## config.mk

```make
export PLATFORM = sky130hd
export DESIGN_NAME = seq_nonres_divider
export DESIGN_NICKNAME = d
export VERILOG_FILES = /design/src/rtl/div_pkg.sv /design/src/rtl/nonres_div_step.sv /design/src/rtl/seq_nonres_divider.sv
export SDC_FILE = /design/constraint.sdc
export NUM_CORES = 1
export LEC_CHECK = 0
export ABC_CLOCK_PERIOD_IN_PS = 9500
export CAP_MARGIN = 20
export CORE_ASPECT_RATIO = 1.25
export CORE_MARGIN = 4
export CORE_UTILIZATION = 63
export CTS_BUF_LIST = sky130_fd_sc_hd__clkbuf_4 sky130_fd_sc_hd__clkbuf_8
export CTS_CLUSTER_SIZE = 24
export DETAILED_ROUTE_END_ITERATION = 7
export HOLD_SLACK_MARGIN = 0.15
export PLACE_DENSITY = 0.84
export SLEW_MARGIN = 20
export SYNTH_ARGS = -nofsm -noshare
export SYNTH_HDL_FRONTEND = slang
export SYNTH_HIERARCHICAL = 1
export SYNTH_SLANG_ARGS = --single-unit
```

## constraint.sdc

```tcl
create_clock -name clock -period 9.5 [get_ports clock]
set_input_delay 1.9 -clock clock [delete_from_list [all_inputs] [get_ports clock]]
set_output_delay 1.9 -clock clock [all_outputs]
set_load 0.005 [all_outputs]
```

## src/rtl/div_pkg.sv

```systemverilog
// Shared definitions for the sequential non-restoring divider.
//   - default operand width and retire rate
//   - FSM state encodings
//   - helpers for the iteration count, counter width and operand magnitude
package div_pkg;

    localparam int DIV_DATA_WIDTH     = 32;
    localparam int DIV_BITS_PER_CYCLE = 1;
    // Widest operand abs_mag() can handle.
    localparam int DIV_MAX_W          = 64;

    typedef enum logic [1:0] {
        S_IDLE = 2'd0,
        S_ITER = 2'd1,
        S_FIX  = 2'd2
    } div_state_e;

    // K: number of clocks spent in ITER.
    function automatic int div_iter_count(input int data_width, input int bits_per_cycle);
        return data_width / bits_per_cycle;
    endfunction

    // Counter wide enough to hold K itself.
    function automatic int div_cnt_width(input int k);
        return $clog2(k + 1);
    endfunction

    // Magnitude of a width-bit value: two's-complement abs when signed_en=1,
    // raw value otherwise. abs(MIN) wraps to MIN, which is the correct
    // unsigned magnitude.
    function automatic logic [DIV_MAX_W-1:0] abs_mag(input logic [DIV_MAX_W-1:0] value,
                                                     input int unsigned         width,
                                                     input logic                signed_en);
        if (signed_en && value[width-1])
            return ~value + 1'b1;
        return value;
    endfunction

endpackage

```

## src/rtl/nonres_div_step.sv

```systemverilog
// One combinational non-restoring division step.
//   a_i  : partial remainder A (DATA_WIDTH+1 bits, two's complement)
//   qr_i : quotient/dividend shift register
//   m_i  : divisor magnitude
//   a_o  : A after shift and add/subtract
//   qr_o : shifted quotient register with the new quotient bit in bit 0
module nonres_div_step #(
    parameter int DATA_WIDTH = 32
) (
    input  logic [DATA_WIDTH:0]   a_i,
    input  logic [DATA_WIDTH-1:0] qr_i,
    input  logic [DATA_WIDTH-1:0] m_i,
    output logic [DATA_WIDTH:0]   a_o,
    output logic [DATA_WIDTH-1:0] qr_o
);

    logic [DATA_WIDTH:0] a_sh;

    always_comb begin
        a_sh = {a_i[DATA_WIDTH-1:0], qr_i[DATA_WIDTH-1]};
        // The shifted value can exceed DATA_WIDTH+1 signed bits, so the
        // add/subtract decision uses the sign of A before the shift. The
        // modular result lands back in range after the add/subtract.
        if (a_i[DATA_WIDTH])
            a_o = a_sh + {1'b0, m_i};
        else
            a_o = a_sh - {1'b0, m_i};
        qr_o = {qr_i[DATA_WIDTH-2:0], ~a_o[DATA_WIDTH]};
    end

endmodule

```

## src/rtl/seq_nonres_divider.sv

```systemverilog
// Multi-cycle non-restoring divider, BITS_PER_CYCLE quotient bits per clock.
//   clock, clear (async, active high)
//   start, signed_en, Q (dividend), M (divisor) : request, sampled on accept
//   busy      : accept until the done cycle
//   done      : one-cycle result pulse
//   Z         : {remainder, quotient}, held until the next result
//   div_zero  : M==0 on the last operation
//   ovf       : signed MIN/-1 on the last operation
// Optional macro SEQ_DIV_EARLY_EXIT_EN: when |Q| < |M| the operation skips
// ITER and finishes with Q=0, R=dividend.
//
//   state | meaning
//   IDLE  | waiting for start; results held
//   ITER  | K clocks of BITS_PER_CYCLE non-restoring steps
//   FIX   | remainder correction, sign fix-up, result write
module seq_nonres_divider
    import div_pkg::*;
#(
    parameter int DATA_WIDTH     = DIV_DATA_WIDTH,
    parameter int BITS_PER_CYCLE = DIV_BITS_PER_CYCLE
) (
    input  logic                    clock,
    input  logic                    clear,
    input  logic                    start,
    input  logic                    signed_en,
    input  logic [DATA_WIDTH-1:0]   Q,
    input  logic [DATA_WIDTH-1:0]   M,
    output logic                    busy,
    output logic                    done,
    output logic [2*DATA_WIDTH-1:0] Z,
    output logic                    div_zero,
    output logic                    ovf
);

    localparam int K     = div_iter_count(DATA_WIDTH, BITS_PER_CYCLE);
    localparam int CNT_W = div_cnt_width(K);

    div_state_e              state_q, state_d;
    logic [CNT_W-1:0]        cnt_q, cnt_d;
    logic [DATA_WIDTH:0]     a_q, a_d;
    logic [DATA_WIDTH-1:0]   qr_q, qr_d;
    logic [DATA_WIDTH-1:0]   mmag_q, mmag_d;
    logic                    qs_q, qs_d, ms_q, ms_d;
    logic                    zero_q, zero_d, ovfp_q, ovfp_d;
    logic [2*DATA_WIDTH-1:0] z_q, z_d;
    logic                    done_q, done_d, dz_q, dz_d, ovf_q, ovf_d;

    logic [DATA_WIDTH-1:0]   q_mag, m_mag, rem_mag, quo_fix, rem_fix;
    logic                    m_zero, early;

    logic [DATA_WIDTH:0]     a_chain  [BITS_PER_CYCLE+1];
    logic [DATA_WIDTH-1:0]   qr_chain [BITS_PER_CYCLE+1];

    assign a_chain[0]  = a_q;
    assign qr_chain[0] = qr_q;

    for (genvar i = 0; i < BITS_PER_CYCLE; i++) begin : g_step
        nonres_div_step #(.DATA_WIDTH(DATA_WIDTH)) u_step (
            .a_i  (a_chain[i]),
            .qr_i (qr_chain[i]),
            .m_i  (mmag_q),
            .a_o  (a_chain[i+1]),
            .qr_o (qr_chain[i+1])
        );
    end

    always_comb begin
        q_mag  = DATA_WIDTH'(abs_mag(DIV_MAX_W'(Q), DATA_WIDTH, signed_en));
        m_mag  = DATA_WIDTH'(abs_mag(DIV_MAX_W'(M), DATA_WIDTH, signed_en));
        m_zero = (M == '0);
`ifdef SEQ_DIV_EARLY_EXIT_EN
        early  = !m_zero && (q_mag < m_mag);
`else
        early  = 1'b0;
`endif
        // Final correction of a negative partial remainder, then sign fix-up.
        rem_mag = a_q[DATA_WIDTH] ? a_q[DATA_WIDTH-1:0] + mmag_q : a_q[DATA_WIDTH-1:0];
        quo_fix = (qs_q ^ ms_q) ? -qr_q : qr_q;
        rem_fix = qs_q ? -rem_mag : rem_mag;
    end

    always_comb begin
        state_d = state_q;
        cnt_d   = cnt_q;
        a_d     = a_q;
        qr_d    = qr_q;
        mmag_d  = mmag_q;
        qs_d    = qs_q;
        ms_d    = ms_q;
        zero_d  = zero_q;
        ovfp_d  = ovfp_q;
        z_d     = z_q;
        done_d  = 1'b0;
        dz_d    = dz_q;
        ovf_d   = ovf_q;

        unique case (state_q)
            S_IDLE: begin
                if (start) begin
                    mmag_d = m_mag;
                    qs_d   = Q[DATA_WIDTH-1] & signed_en;
                    ms_d   = M[DATA_WIDTH-1] & signed_en;
                    zero_d = m_zero;
                    ovfp_d = signed_en && (Q == {1'b1, {(DATA_WIDTH-1){1'b0}}}) && (M == '1);
                    dz_d   = 1'b0;
                    ovf_d  = 1'b0;
                    // Early exit preloads the finished state: quotient 0,
                    // remainder equal to the dividend magnitude.
                    a_d    = early ? {1'b0, q_mag} : '0;
                    qr_d   = early ? '0 : q_mag;
                    if (m_zero || early) begin
                        // Fast paths hold FIX one extra clock so the minimum
                        // accept-to-done turnaround is two edges.
                        state_d = S_FIX;
                        cnt_d   = CNT_W'(1);
                    end else begin
                        state_d = S_ITER;
                        cnt_d   = CNT_W'(K);
                    end
                end
            end
            S_ITER: begin
                a_d   = a_chain[BITS_PER_CYCLE];
                qr_d  = qr_chain[BITS_PER_CYCLE];
                cnt_d = cnt_q - 1'b1;
                if (cnt_q == CNT_W'(1))
                    state_d = S_FIX;
            end
            S_FIX: begin
                if (cnt_q != '0) begin
                    cnt_d = cnt_q - 1'b1;
                end else begin
                    state_d = S_IDLE;
                    done_d  = 1'b1;
                    dz_d    = zero_q;
                    ovf_d   = ovfp_q;
                    // On divide by zero qr_q still holds the dividend magnitude.
                    z_d     = zero_q ? {qr_q, {DATA_WIDTH{1'b1}}} : {rem_fix, quo_fix};
                end
            end
            default: state_d = S_IDLE;
        endcase
    end

    always_ff @(posedge clock or posedge clear) begin
        if (clear) begin
            state_q <= S_IDLE;
            cnt_q   <= '0;
            a_q     <= '0;
            qr_q    <= '0;
            mmag_q  <= '0;
            qs_q    <= 1'b0;
            ms_q    <= 1'b0;
            zero_q  <= 1'b0;
            ovfp_q  <= 1'b0;
            z_q     <= '0;
            done_q  <= 1'b0;
            dz_q    <= 1'b0;
            ovf_q   <= 1'b0;
        end else begin
            state_q <= state_d;
            cnt_q   <= cnt_d;
            a_q     <= a_d;
            qr_q    <= qr_d;
            mmag_q  <= mmag_d;
            qs_q    <= qs_d;
            ms_q    <= ms_d;
            zero_q  <= zero_d;
            ovfp_q  <= ovfp_d;
            z_q     <= z_d;
            done_q  <= done_d;
            dz_q    <= dz_d;
            ovf_q   <= ovf_d;
        end
    end

    assign busy     = (state_q != S_IDLE);
    assign done     = done_q;
    assign Z        = z_q;
    assign div_zero = dz_q;
    assign ovf      = ovf_q;

endmodule

```

# Word-level counts from Yosys, hierarchy flattened
# Index checks and enable logic that the tools add are counted.
# op_classes
n_mul	0
n_eq_ne	9
muxes	31
n_div	0
n_shift	0
n_reduce_logical	17
magnitude_cmp	0
addsub	8
n_bitwise	7
# ops
cell	n
two-way mux 32 bit	8
two-way mux 33 bit	2
one-hot mux 33 bit (2 select lines)	1
adder 32 x 1 -> 32 bit, second input constant	2
== test 32 bit, second input constant	2
two-way mux 64 bit	1
negator 32 bit	2
NOT 32 bit	2
one-hot mux 32 bit (2 select lines)	1
adder 33 x 32 -> 33 bit	1
subtractor 33 x 32 -> 33 bit	1
adder 32 bit	1
logical NOT 32 bit	1
two-way mux 6 bit	3
one-hot mux 6 bit (3 select lines)	1
AND reduction 3 bit	3
two-way mux 2 bit	4
!= test 2 bit, second input constant	4
two-way mux 1 bit	7
== test 6 x 1 -> 1 bit, second input constant	1
one-hot mux 2 bit (3 select lines)	1
AND reduction 2 bit	3
nonzero test 2 bit	3
nonzero test 6 bit	1
other kinds (10)	16
# totals
latch_bits	0
register_bits	176
ramBits	0
word_cells	85
mem_count	0
mem_bits_ro	0

# Logic depth before layout (Yosys ltp)
# Gate-level depths: netlist of the first run.
# depth
word_depth	6
ltp_mapped	20
ltp_nobuf	19

# By module
# The synthesis of the first run kept the hierarchy.
# modules_own_cells
module	area_each_um2	cells_per_inst	n_inst
seq_nonres_divider	12205.5	1470	1
nonres_div_step	2542.4	357	1

# Least setup slack after synthesis of the first run
# No wires, ideal clock.
# synth_timing
path_kind	input port to flip-flop
start	input port Q[8]
end	register qr_q[28]
required_ps	9375
stages	9
arrival_ps	4244
path_slack_ps	5131
setup_ps	125
path_cell_list	or4_1 -> or3_1 -> nor4_1 -> and2_1 -> nand3_1 -> o41ai_1 -> xor2_1 -> o21ai_0 -> mux2_2
# synth_via
elab_chain_cells	6
# synth_lines
element	line	rtl
from (decl)	seq_nonres_divider.sv:26	input logic [DATA_WIDTH-1:0] Q,
NOT 32 bit	div_pkg.sv:35	return ~value + 1'b1;
adder 32 x 1 -> 32 bit	div_pkg.sv:35	
two-way mux 32 bit	div_pkg.sv:34	if (signed_en && value[width-1])
two-way mux 32 bit	div_pkg.sv:36	return value;
two-way mux 32 bit	seq_nonres_divider.sv:99	if (start) begin
one-hot mux 32 bit (2 select lines)	seq_nonres_divider.sv:97	unique case (state_q)
to (signal assigned)	seq_nonres_divider.sv:164	qr_q <= qr_d;
to (decl)	seq_nonres_divider.sv:41	logic [DATA_WIDTH-1:0] qr_q, qr_d;
# Every way passes these cells. The select of a mux whose other input is x is not followed.
# A chain may end at the register's enable or synchronous reset.

# Worst setup path in the final report of the first run
# layout_timing
start	input port Q[6]
end	register qr_q[28]
# Same word-level chain as after synthesis.

==> results of run 1 <==
flip-flops by register name, indices dropped and copies added, names as in the netlist:
| signal | cells |
|---|---|
| state_q | 2 |
| ovfp_q | 1 |
| Z | 64 |
| a_q | 33 |
| cnt_q | 6 |
| qs_q | 1 |
| qr_q | 32 |
| done | 1 |
| div_zero | 1 |
| ovf | 1 |
| mmag_q | 32 |
| zero_q | 1 |
| ms_q | 1 |
worst max-delay path by stage:
stage | to | cells after the start | slack (ns) | startpoint
finish | qr_q[28] | 10 | 4.45 | Q[6]
global route | qr_q[0] | 18 | 4.27 | mmag_q[4]
CTS | qr_q[28] | 10 | 4.51 | Q[6]
detailed placement | qr_q[28] | 10 | 3.97 | Q[8]
global placement | qr_q[28] | 10 | 4.11 | Q[8]
floorplan | Z[0] | 1 | 2.83 | clear
per-stage QoR:
step	hold WS [ns]	setup slack (ns)	util, %	cell area [sq um]	instances
5_1_grt	0.512	4.27	71.3	16400	2177
3_5_place_dp	0.468	3.97	69.5	16000	2145
3_3_place_gp	0.464	4.11	69.5	16000	2145
6_report	0.486	4.45	71.3	16400	2177
4_1_cts	0.491	4.51	71.2	16400	2177
2_1_floorplan	0.450	2.83	-	14700	1827
worst max-delay path: stages:
cell and delay [ns]:
sky130_fd_sc_hd__clkdlybuf4s50_1 0.49, sky130_fd_sc_hd__or4_1 0.54, sky130_fd_sc_hd__or3_1 0.39, sky130_fd_sc_hd__nor4_1 0.71, sky130_fd_sc_hd__and2_1 0.33, sky130_fd_sc_hd__nand3_1 0.17
sky130_fd_sc_hd__o41ai_1 0.36, sky130_fd_sc_hd__xor2_1 0.17, sky130_fd_sc_hd__o21ai_0 0.09, sky130_fd_sc_hd__mux2_2 0.30
cells by family (layout without fill, tap and decap cells):
kind of cell	after synthesis	in the layout
buffers and inverters	165	227
and+or+nand+nor	602	602
adders and majority gates	79	79
muxes	30	30
xor gates and xnor gates	187	187
DFF	176	176
AOI/OAI and AO/OA	588	588
per-layer routing:
metal	wire, um	global-route usage [%]	vias up
li1	-	-	6676
met1	16200	37.8	6468
met2	19700	53.8	508
met3	2540	5.04	82
met4	1340	12.1	0
met5	0	0	-
placed cells by master (no fill, tap or decap), types with 7 or more instances in the layout:
master / count
sky130_fd_sc_hd__xnor2_1: 99
sky130_fd_sc_hd__nor2_1: 168
sky130_fd_sc_hd__o211ai_1: 7
sky130_fd_sc_hd__nor2b_1: 12
sky130_fd_sc_hd__o21a_1: 14
sky130_fd_sc_hd__o31ai_1: 18
sky130_fd_sc_hd__nand3_1: 23
sky130_fd_sc_hd__or3_1: 24
sky130_fd_sc_hd__xor2_1: 86
sky130_fd_sc_hd__a31oi_1: 30
sky130_fd_sc_hd__o21bai_1: 11
sky130_fd_sc_hd__a211oi_1: 17
sky130_fd_sc_hd__and2_1: 12
sky130_fd_sc_hd__o41ai_1: 13
sky130_fd_sc_hd__or4_1: 9
sky130_fd_sc_hd__dfrtp_1: 174
sky130_fd_sc_hd__o21ai_0: 169
sky130_fd_sc_hd__ha_1: 76
sky130_fd_sc_hd__nor4_1: 17
sky130_fd_sc_hd__clkbuf_8: 18
sky130_fd_sc_hd__nor3_1: 39
sky130_fd_sc_hd__o21ai_1: 7
sky130_fd_sc_hd__a22o_1: 33
sky130_fd_sc_hd__mux2i_1: 24
sky130_fd_sc_hd__clkdlybuf4s50_1: 135
sky130_fd_sc_hd__a21o_1: 17
sky130_fd_sc_hd__a21oi_1: 194
sky130_fd_sc_hd__nand2_1: 202
sky130_fd_sc_hd__nand4_1: 23
sky130_fd_sc_hd__and3_1: 15
sky130_fd_sc_hd__buf_4: 12
sky130_fd_sc_hd__inv_1: 46
sky130_fd_sc_hd__nand2b_1: 17
final cells by class:
class	count	area, sq um
Clock inverter	13	149
Sequential cell	176	4410
Inverter	48	185
Clock buffer	19	255
Fill cell	1900	6610
Timing Repair Buffer	147	1440
Tap cell	288	360
Multi-Input combinational cell	1486	9630
power groups by stage:
stage	Clock, uW	Combinational, uW	Sequential, uW
after CTS	551	4280	1520
after global routing	583	4800	1590
final	549	4310	1540
after floorplan	0	3360	1380
after global placement	0	4150	1520
after detailed placement	0	4260	1540
==> metrics.txt, run 1 <==
# TYPE chip_impl_metric gauge
chip_impl_metric{name="cts-buffers-inserted",unit=""} 17
chip_impl_metric{name="num_antenna_cells",unit=""} 0
chip_impl_metric{name="timing.reg2reg.worst_path_depth",unit=""} 18
chip_impl_metric{name="clock.fmax",unit="MHz"} 198
chip_impl_info{name="cp-start-kind",value="primary input"} 1
chip_impl_metric{name="postSynth.asyncResetShare",unit="%"} 100
chip_impl_metric{name="drv_cap",unit=""} 0
chip_impl_info{name="min-delay-path-class",value="flop to flop"} 1
chip_impl_metric{name="period_minus_slack",unit="ns"} 5.05
chip_impl_info{name="dominant_combinational_cell_family_by_area_after_synthesis",value="compound AO/OA/AOI/OAI gates"} 1
chip_impl_metric{name="syn-cell-area",unit="sq um"} 14700
chip_impl_metric{name="number_of_instances_in_the_synthesized_netlist",unit=""} 1827
chip_impl_metric{name="power.density",unit="nW/um^2"} 390
chip_impl_metric{name="route.detailed.wl_per_inst",unit="um"} 18.3
chip_impl_metric{name="post-cts-setup-buffers",unit=""} 0
chip_impl_metric{name="die_h",unit="um"} 179
chip_impl_metric{name="fp.coreArea",unit="sq um"} 23000
chip_impl_metric{name="cts_max_level",unit=""} 4
chip_impl_metric{name="grt_max_degree",unit=""} 101
chip_impl_metric{name="core.rowCount",unit=""} 62
chip_impl_metric{name="final_min_period_over_clock_period",unit="%"} 53.2
chip_impl_metric{name="synth_compound_gate_area_share",unit="%"} 24.7
chip_impl_info{name="outcome",value="finished clean"} 1
chip_impl_metric{name="final_layout_size_suffix_gt1_share",unit="%"} 5.13
chip_impl_metric{name="design_power_total",unit="uW"} 6400
chip_impl_metric{name="cts_hold_repair.buffers",unit=""} 0
chip_impl_metric{name="first_iter_violations",unit=""} 886
chip_impl_metric{name="synth_edf_count",unit=""} 0
chip_impl_metric{name="internal-power",unit="uW"} 3210
chip_impl_metric{name="detail-route-antenna-nets",unit=""} 0
chip_impl_metric{name="net-switching-power",unit="uW"} 3190
chip_impl_metric{name="synth_cell_type_count",unit=""} 93
chip_impl_metric{name="cp.arrival",unit="ns"} 5.44
chip_impl_info{name="ys_dominant_reg_cell",value="sky130_fd_sc_hd__dfrtp_1"} 1
chip_impl_info{name="grt_setup_unrepaired",value="no"} 1
chip_impl_metric{name="ctsResizeCount",unit=""} 0
chip_impl_metric{name="max-clock-path-buffers",unit=""} 2
chip_impl_metric{name="ys_ff_latch",unit=""} 176
chip_impl_metric{name="fraction_of_power_consumed_by_combinational_cells",unit="%"} 67.4
chip_impl_metric{name="drc",unit=""} 0
chip_impl_metric{name="timing.setup.tns",unit="ns"} 0
chip_impl_metric{name="synthSimpleGateAreaFrac",unit="%"} 20.1
chip_impl_metric{name="detailroute.via_count",unit=""} 13734
chip_impl_metric{name="synth_adder_area_share",unit="%"} 6.80
chip_impl_info{name="r2r-end",value="qr_q[0]"} 1
chip_impl_metric{name="port_buffers",unit=""} 135
chip_impl_metric{name="cp_max_fo",unit=""} 5
chip_impl_metric{name="post_synth.cell_area_avg",unit="sq um"} 8.07
chip_impl_metric{name="yosysWarnings",unit=""} 6
chip_impl_metric{name="nets",unit=""} 2023
chip_impl_metric{name="instance_count_along_the_most_critical_hold_path",unit=""} 2
chip_impl_metric{name="route.final.wire_length",unit="mm"} 39.8
chip_impl_metric{name="switching_power_share_of_the_total",unit="%"} 49.9
chip_impl_metric{name="firstDrtPassIters",unit=""} 5
chip_impl_metric{name="sequential_to_total_area_share_from_yosys_stat",unit="%"} 29.9
chip_impl_metric{name="power.leakage",unit="uW"} 0.00682
chip_impl_info{name="synthTopCellsByArea",value="sky130_fd_sc_hd__dfrtp_1 30%, sky130_fd_sc_hd__a21oi_1 6.6%, sky130_fd_sc_hd__ha_1 6.5%"} 1
chip_impl_metric{name="worst_skew_pair.late_latency",unit="ns"} 0.50
chip_impl_metric{name="worst_pin_slew",unit="ns"} 1.03
chip_impl_metric{name="floorplan.initialDensity",unit="%"} 64.0
chip_impl_metric{name="area_growth",unit="%"} 11.4
chip_impl_metric{name="clkTransAtPathRegs",unit="ns"} 0.10
chip_impl_info{name="ctsRootBufferMaster",value="sky130_fd_sc_hd__clkbuf_8"} 1
chip_impl_metric{name="grt.overflow.total",unit=""} 0
chip_impl_metric{name="max-vdd-ir-drop",unit="mV"} 0.159
chip_impl_metric{name="grt_pass1_wl",unit="mm"} 64.0
chip_impl_info{name="worstReg2RegStart",value="mmag_q[4]"} 1
chip_impl_info{name="worst-setup-path-type",value="primary input to flop"} 1
chip_impl_metric{name="gp_routability_congestion",unit=""} 0.926
chip_impl_metric{name="final-hold-violation-count",unit=""} 0
chip_impl_metric{name="clock_sinks",unit=""} 176
chip_impl_metric{name="final-max-slew-violation-count",unit=""} 0
chip_impl_info{name="yosysTopAreaCell",value="sky130_fd_sc_hd__dfrtp_1"} 1
chip_impl_metric{name="grt_pass1_vias",unit=""} 12998
chip_impl_metric{name="critical_path_required",unit="ns"} 9.89
chip_impl_info{name="yosys.cell_count.top_type",value="sky130_fd_sc_hd__nand2_1"} 1
chip_impl_info{name="post_synth_most_frequent_cells",value="203 x sky130_fd_sc_hd__nand2_1, 194 x sky130_fd_sc_hd__a21oi_1, 176 x sky130_fd_sc_hd__dfrtp_1"} 1
chip_impl_metric{name="groute.usage.overall",unit="%"} 30.8
chip_impl_metric{name="chipWidth",unit="um"} 145
chip_impl_metric{name="worst_clock_skew",unit="ns"} 0.0193
chip_impl_metric{name="antenna_violations_before_repair",unit=""} 0
chip_impl_metric{name="clkPwrFrac",unit="%"} 8.6
chip_impl_metric{name="post-synth-top-area-fraction",unit="%"} 29.9
chip_impl_info{name="endpoint_kind",value="flop"} 1
chip_impl_metric{name="share_of_cell_area_taken_by_muxes_after_synthesis",unit="%"} 2.09
chip_impl_metric{name="number_of_ports_placed_on_the_die_boundary",unit=""} 136
chip_impl_metric{name="post-dp-hpwl",unit="mm"} 30.8
chip_impl_metric{name="synthXorXnorAreaFrac",unit="%"} 11.2
chip_impl_metric{name="minimum_setup_slack_among_reg_to_reg_paths",unit="ns"} 4.59
chip_impl_metric{name="synth.net_count",unit=""} 1974
chip_impl_metric{name="detail_route.vias_per_cell",unit=""} 6.31
chip_impl_metric{name="max_slew_margin",unit="%"} 30.4
chip_impl_info{name="worstHoldStart",value="Z[31]"} 1
chip_impl_info{name="whs_endpoint",value="Z[31]"} 1
chip_impl_metric{name="setup_viol",unit=""} 0
chip_impl_metric{name="power_frac_seq",unit="%"} 24.0
chip_impl_info{name="tritoncts_clock_tree",value="yes"} 1
chip_impl_metric{name="floorplan.die_area",unit="sq um"} 25900
No activity file was read; power rests on OpenSTA's default activity.
==> inputs of run 2 (changes only) <==
ABC_CLOCK_PERIOD_IN_PS = 5100   (was 9500)
CORE_UTILIZATION = 61   (was 63)
PLACE_DENSITY = 0.82   (was 0.84)
clock period = 5.1 ns   (was 9.5 ns; I/O delays follow)
==> metrics.txt, run 2 (same netlist as run 1, synthesis figures left out) <==
# TYPE chip_impl_metric gauge
chip_impl_info{name="outcome",value="finished clean"} 1
chip_impl_metric{name="grt_pass1_wl",unit="mm"} 66.9
chip_impl_metric{name="gp_routability_congestion",unit=""} 0.951
chip_impl_info{name="worst_path_max_delay_cell",value="sky130_fd_sc_hd__dfrtp_1"} 1
chip_impl_metric{name="number_of_ports_placed_on_the_die_boundary",unit=""} 136
chip_impl_metric{name="power.leakage",unit="uW"} 0.00685
chip_impl_metric{name="power_frac_seq",unit="%"} 24.0
chip_impl_info{name="r2r-end",value="qr_q[0]"} 1
chip_impl_metric{name="placed_cells",unit=""} 2189
chip_impl_metric{name="max_slew_margin",unit="%"} 32.3
chip_impl_metric{name="fraction_of_power_consumed_by_combinational_cells",unit="%"} 68.1
chip_impl_metric{name="slowest_delay",unit="ns"} 0.44
chip_impl_metric{name="grt_pass1_vias",unit=""} 13075
chip_impl_metric{name="net-switching-power",unit="uW"} 6000
chip_impl_metric{name="ctsResizeCount",unit=""} 0
chip_impl_metric{name="switching_power_share_of_the_total",unit="%"} 50.2
chip_impl_metric{name="nets",unit=""} 2030
chip_impl_info{name="worst_setup_path_startpoint",value="mmag_q[4]"} 1
chip_impl_metric{name="area_growth",unit="%"} 12.0
chip_impl_metric{name="detail-route-antenna-nets",unit=""} 0
chip_impl_metric{name="critical_path_buf_inv_count",unit=""} 0
chip_impl_metric{name="route.detailed.wl_per_inst",unit="um"} 18.4
chip_impl_metric{name="drc",unit=""} 0
chip_impl_metric{name="cp.arrival",unit="ns"} 5.01
chip_impl_info{name="cp-start-kind",value="flop"} 1
chip_impl_metric{name="final-instance-count-excl-fill",unit=""} 2221
chip_impl_metric{name="cp_max_fo",unit=""} 5
chip_impl_info{name="tritoncts_clock_tree",value="yes"} 1
chip_impl_metric{name="final-hold-violation-count",unit=""} 0
chip_impl_metric{name="largest_register_ff_count",unit=""} 64
chip_impl_metric{name="instance_count_along_the_most_critical_hold_path",unit=""} 2
chip_impl_info{name="worstHoldStart",value="Z[42]"} 1
chip_impl_info{name="worst-setup-path-type",value="flop to flop"} 1
chip_impl_metric{name="floorplan.initialDensity",unit="%"} 62.0
chip_impl_info{name="mostFrequentLayoutCell",value="sky130_fd_sc_hd__nand2_1"} 1
chip_impl_metric{name="grt_max_degree",unit=""} 96
chip_impl_metric{name="num_antenna_cells",unit=""} 0
chip_impl_metric{name="route.final.wire_length",unit="mm"} 41.0
chip_impl_info{name="worstPathCellList",value="or3_4 -> nand4b_4 -> nor4_2 -> and3b_1 -> and2_1 -> nor2_1 -> xnor2_1 -> ha_1 -> a211oi_1 -> o21ai_0 -> a221oi_1 -> a21oi_1 -> a31oi_1 -> o21ai_0 -> a21o_1 -> xor2_1 -> mux2i_1 -> o21ai_0"} 1
chip_impl_metric{name="cts-buffers-inserted",unit=""} 17
chip_impl_info{name="worstReg2RegStart",value="mmag_q[4]"} 1
chip_impl_metric{name="detailroute.via_count",unit=""} 13868
chip_impl_info{name="min-delay-path-class",value="flop to flop"} 1
chip_impl_metric{name="first_iter_violations",unit=""} 1010
chip_impl_metric{name="drv_cap",unit=""} 0
chip_impl_info{name="most-common-layout-cells",value="202 x sky130_fd_sc_hd__nand2_1, 194 x sky130_fd_sc_hd__a21oi_1, 174 x sky130_fd_sc_hd__dfrtp_1"} 1
chip_impl_info{name="grt_setup_unrepaired",value="no"} 1
chip_impl_metric{name="cts_max_level",unit=""} 4
chip_impl_metric{name="minimum_setup_slack_among_reg_to_reg_paths",unit="ns"} 0.50
chip_impl_metric{name="timing.setup.tns",unit="ns"} 0
chip_impl_info{name="worst_path_most_repeated_cell",value="sky130_fd_sc_hd__o21ai_0"} 1
chip_impl_info{name="cpLargestDelayFamily",value="compound AO/OA/AOI/OAI gates"} 1
chip_impl_metric{name="grt.overflow.total",unit=""} 0
chip_impl_metric{name="port_buffers",unit=""} 135
chip_impl_metric{name="chipWidth",unit="um"} 147
chip_impl_metric{name="setup_viol",unit=""} 0
chip_impl_metric{name="worst_clock_skew",unit="ns"} 0.0174
chip_impl_metric{name="post-cts-setup-buffers",unit=""} 0
chip_impl_metric{name="max-vdd-ir-drop",unit="mV"} 0.290
chip_impl_info{name="ctsRootBufferMaster",value="sky130_fd_sc_hd__clkbuf_8"} 1
chip_impl_metric{name="clkTransAtPathRegs",unit="ns"} 0.10
chip_impl_metric{name="fp.coreArea",unit="sq um"} 23800
chip_impl_metric{name="groute.usage.overall",unit="%"} 30.5
chip_impl_metric{name="worst_pin_slew",unit="ns"} 1.01
chip_impl_metric{name="critical_path_required",unit="ns"} 5.51
chip_impl_metric{name="antenna_violations_before_repair",unit=""} 0
chip_impl_metric{name="core.rowCount",unit=""} 63
chip_impl_metric{name="max-clock-path-buffers",unit=""} 2
chip_impl_metric{name="power.density",unit="nW/um^2"} 724
chip_impl_metric{name="clock.fmax",unit="MHz"} 218
chip_impl_metric{name="worst_skew_pair.late_latency",unit="ns"} 0.50
chip_impl_info{name="endpoint_kind",value="flop"} 1
chip_impl_metric{name="final_min_period_over_clock_period",unit="%"} 90.1
chip_impl_metric{name="internal-power",unit="uW"} 5950
chip_impl_metric{name="cts_hold_repair.buffers",unit=""} 0
chip_impl_metric{name="final_layout_size_suffix_gt1_share",unit="%"} 5.49
chip_impl_metric{name="layout.filler_cells",unit=""} 1964
chip_impl_metric{name="floorplan.die_area",unit="sq um"} 26700
chip_impl_metric{name="post-dp-hpwl",unit="mm"} 31.7
chip_impl_metric{name="detail_route.vias_per_cell",unit=""} 6.24
chip_impl_info{name="whs_endpoint",value="Z[42]"} 1
chip_impl_metric{name="clock_sinks",unit=""} 176
chip_impl_metric{name="path_depth",unit=""} 18
chip_impl_metric{name="stdcell_area",unit="sq um"} 16500
chip_impl_metric{name="timing.reg2reg.worst_path_depth",unit=""} 18
chip_impl_metric{name="clkPwrFrac",unit="%"} 7.9
chip_impl_metric{name="die_h",unit="um"} 182
chip_impl_metric{name="period_minus_slack",unit="ns"} 4.60
chip_impl_metric{name="firstDrtPassIters",unit=""} 6
chip_impl_metric{name="final-max-slew-violation-count",unit=""} 0
chip_impl_metric{name="final_core_util",unit="%"} 69.4
chip_impl_metric{name="area_of_placed_instances",unit="sq um"} 16100
## run 2: worst max-delay path by stage
| stage | to | slack, ns |
|---|---|---|
| 3_5_place_dp | qr_q[0] | 0.58 |
| 5_1_grt | qr_q[0] | 0.17 |
| 3_3_place_gp | qr_q[0] | 0.69 |
| 6_report | qr_q[0] | 0.50 |
| 4_1_cts | qr_q[0] | 0.53 |
| 2_1_floorplan | qr_q[0] | 1.14 |
## run 2: power groups by stage
stage	clock network [uW]	registers, uW	logic, uW
final	950	2860	8140
after global routing	1030	2960	9060
after detailed placement	0	2860	8020
after floorplan	0	2580	6270
after global placement	0	2830	7840
after CTS	965	2840	8070
## run 2: area by class of cell
class	instances	area (sq um)	area share (%)
clock buffers	20	263	1.59
multi-input cells	1486	9630	58.3
flip-flops and latches	176	4410	26.7
repair buffers	154	1520	9.20
clock inverters	12	110	0.667
well taps	325	407	2.46
inverters	48	184	1.11
## run 2: per-stage QoR
stage / total power (uW) / worst slack [ns] / hold WS (ns)
after floorplan: 8850 / 1.14 / 0.450
after global placement: 10700 / 0.688 / 0.462
after detailed placement: 10900 / 0.579 / 0.470
after CTS: 11900 / 0.527 / 0.492
after global routing: 13000 / 0.170 / 0.514
final: 12000 / 0.503 / 0.491
## run 2: tightest hold or removal path, stage by stage, from the launching register on
cell and delay [ns]:
sky130_fd_sc_hd__dfrtp_1 0.35, sky130_fd_sc_hd__nand2_1 0.05, sky130_fd_sc_hd__o21ai_0 0.06
## run 2: per-layer routing
metal	part of all wire [%]	up-vias	GRT usage, %	wire, um
met5	0	-	0	0
met2	49	497	52.5	20000
met3	6.0	95	4.27	2460
met1	41	6584	38.4	16800
li1	-	6692	-	-
met4	4.0	0	13.0	1640
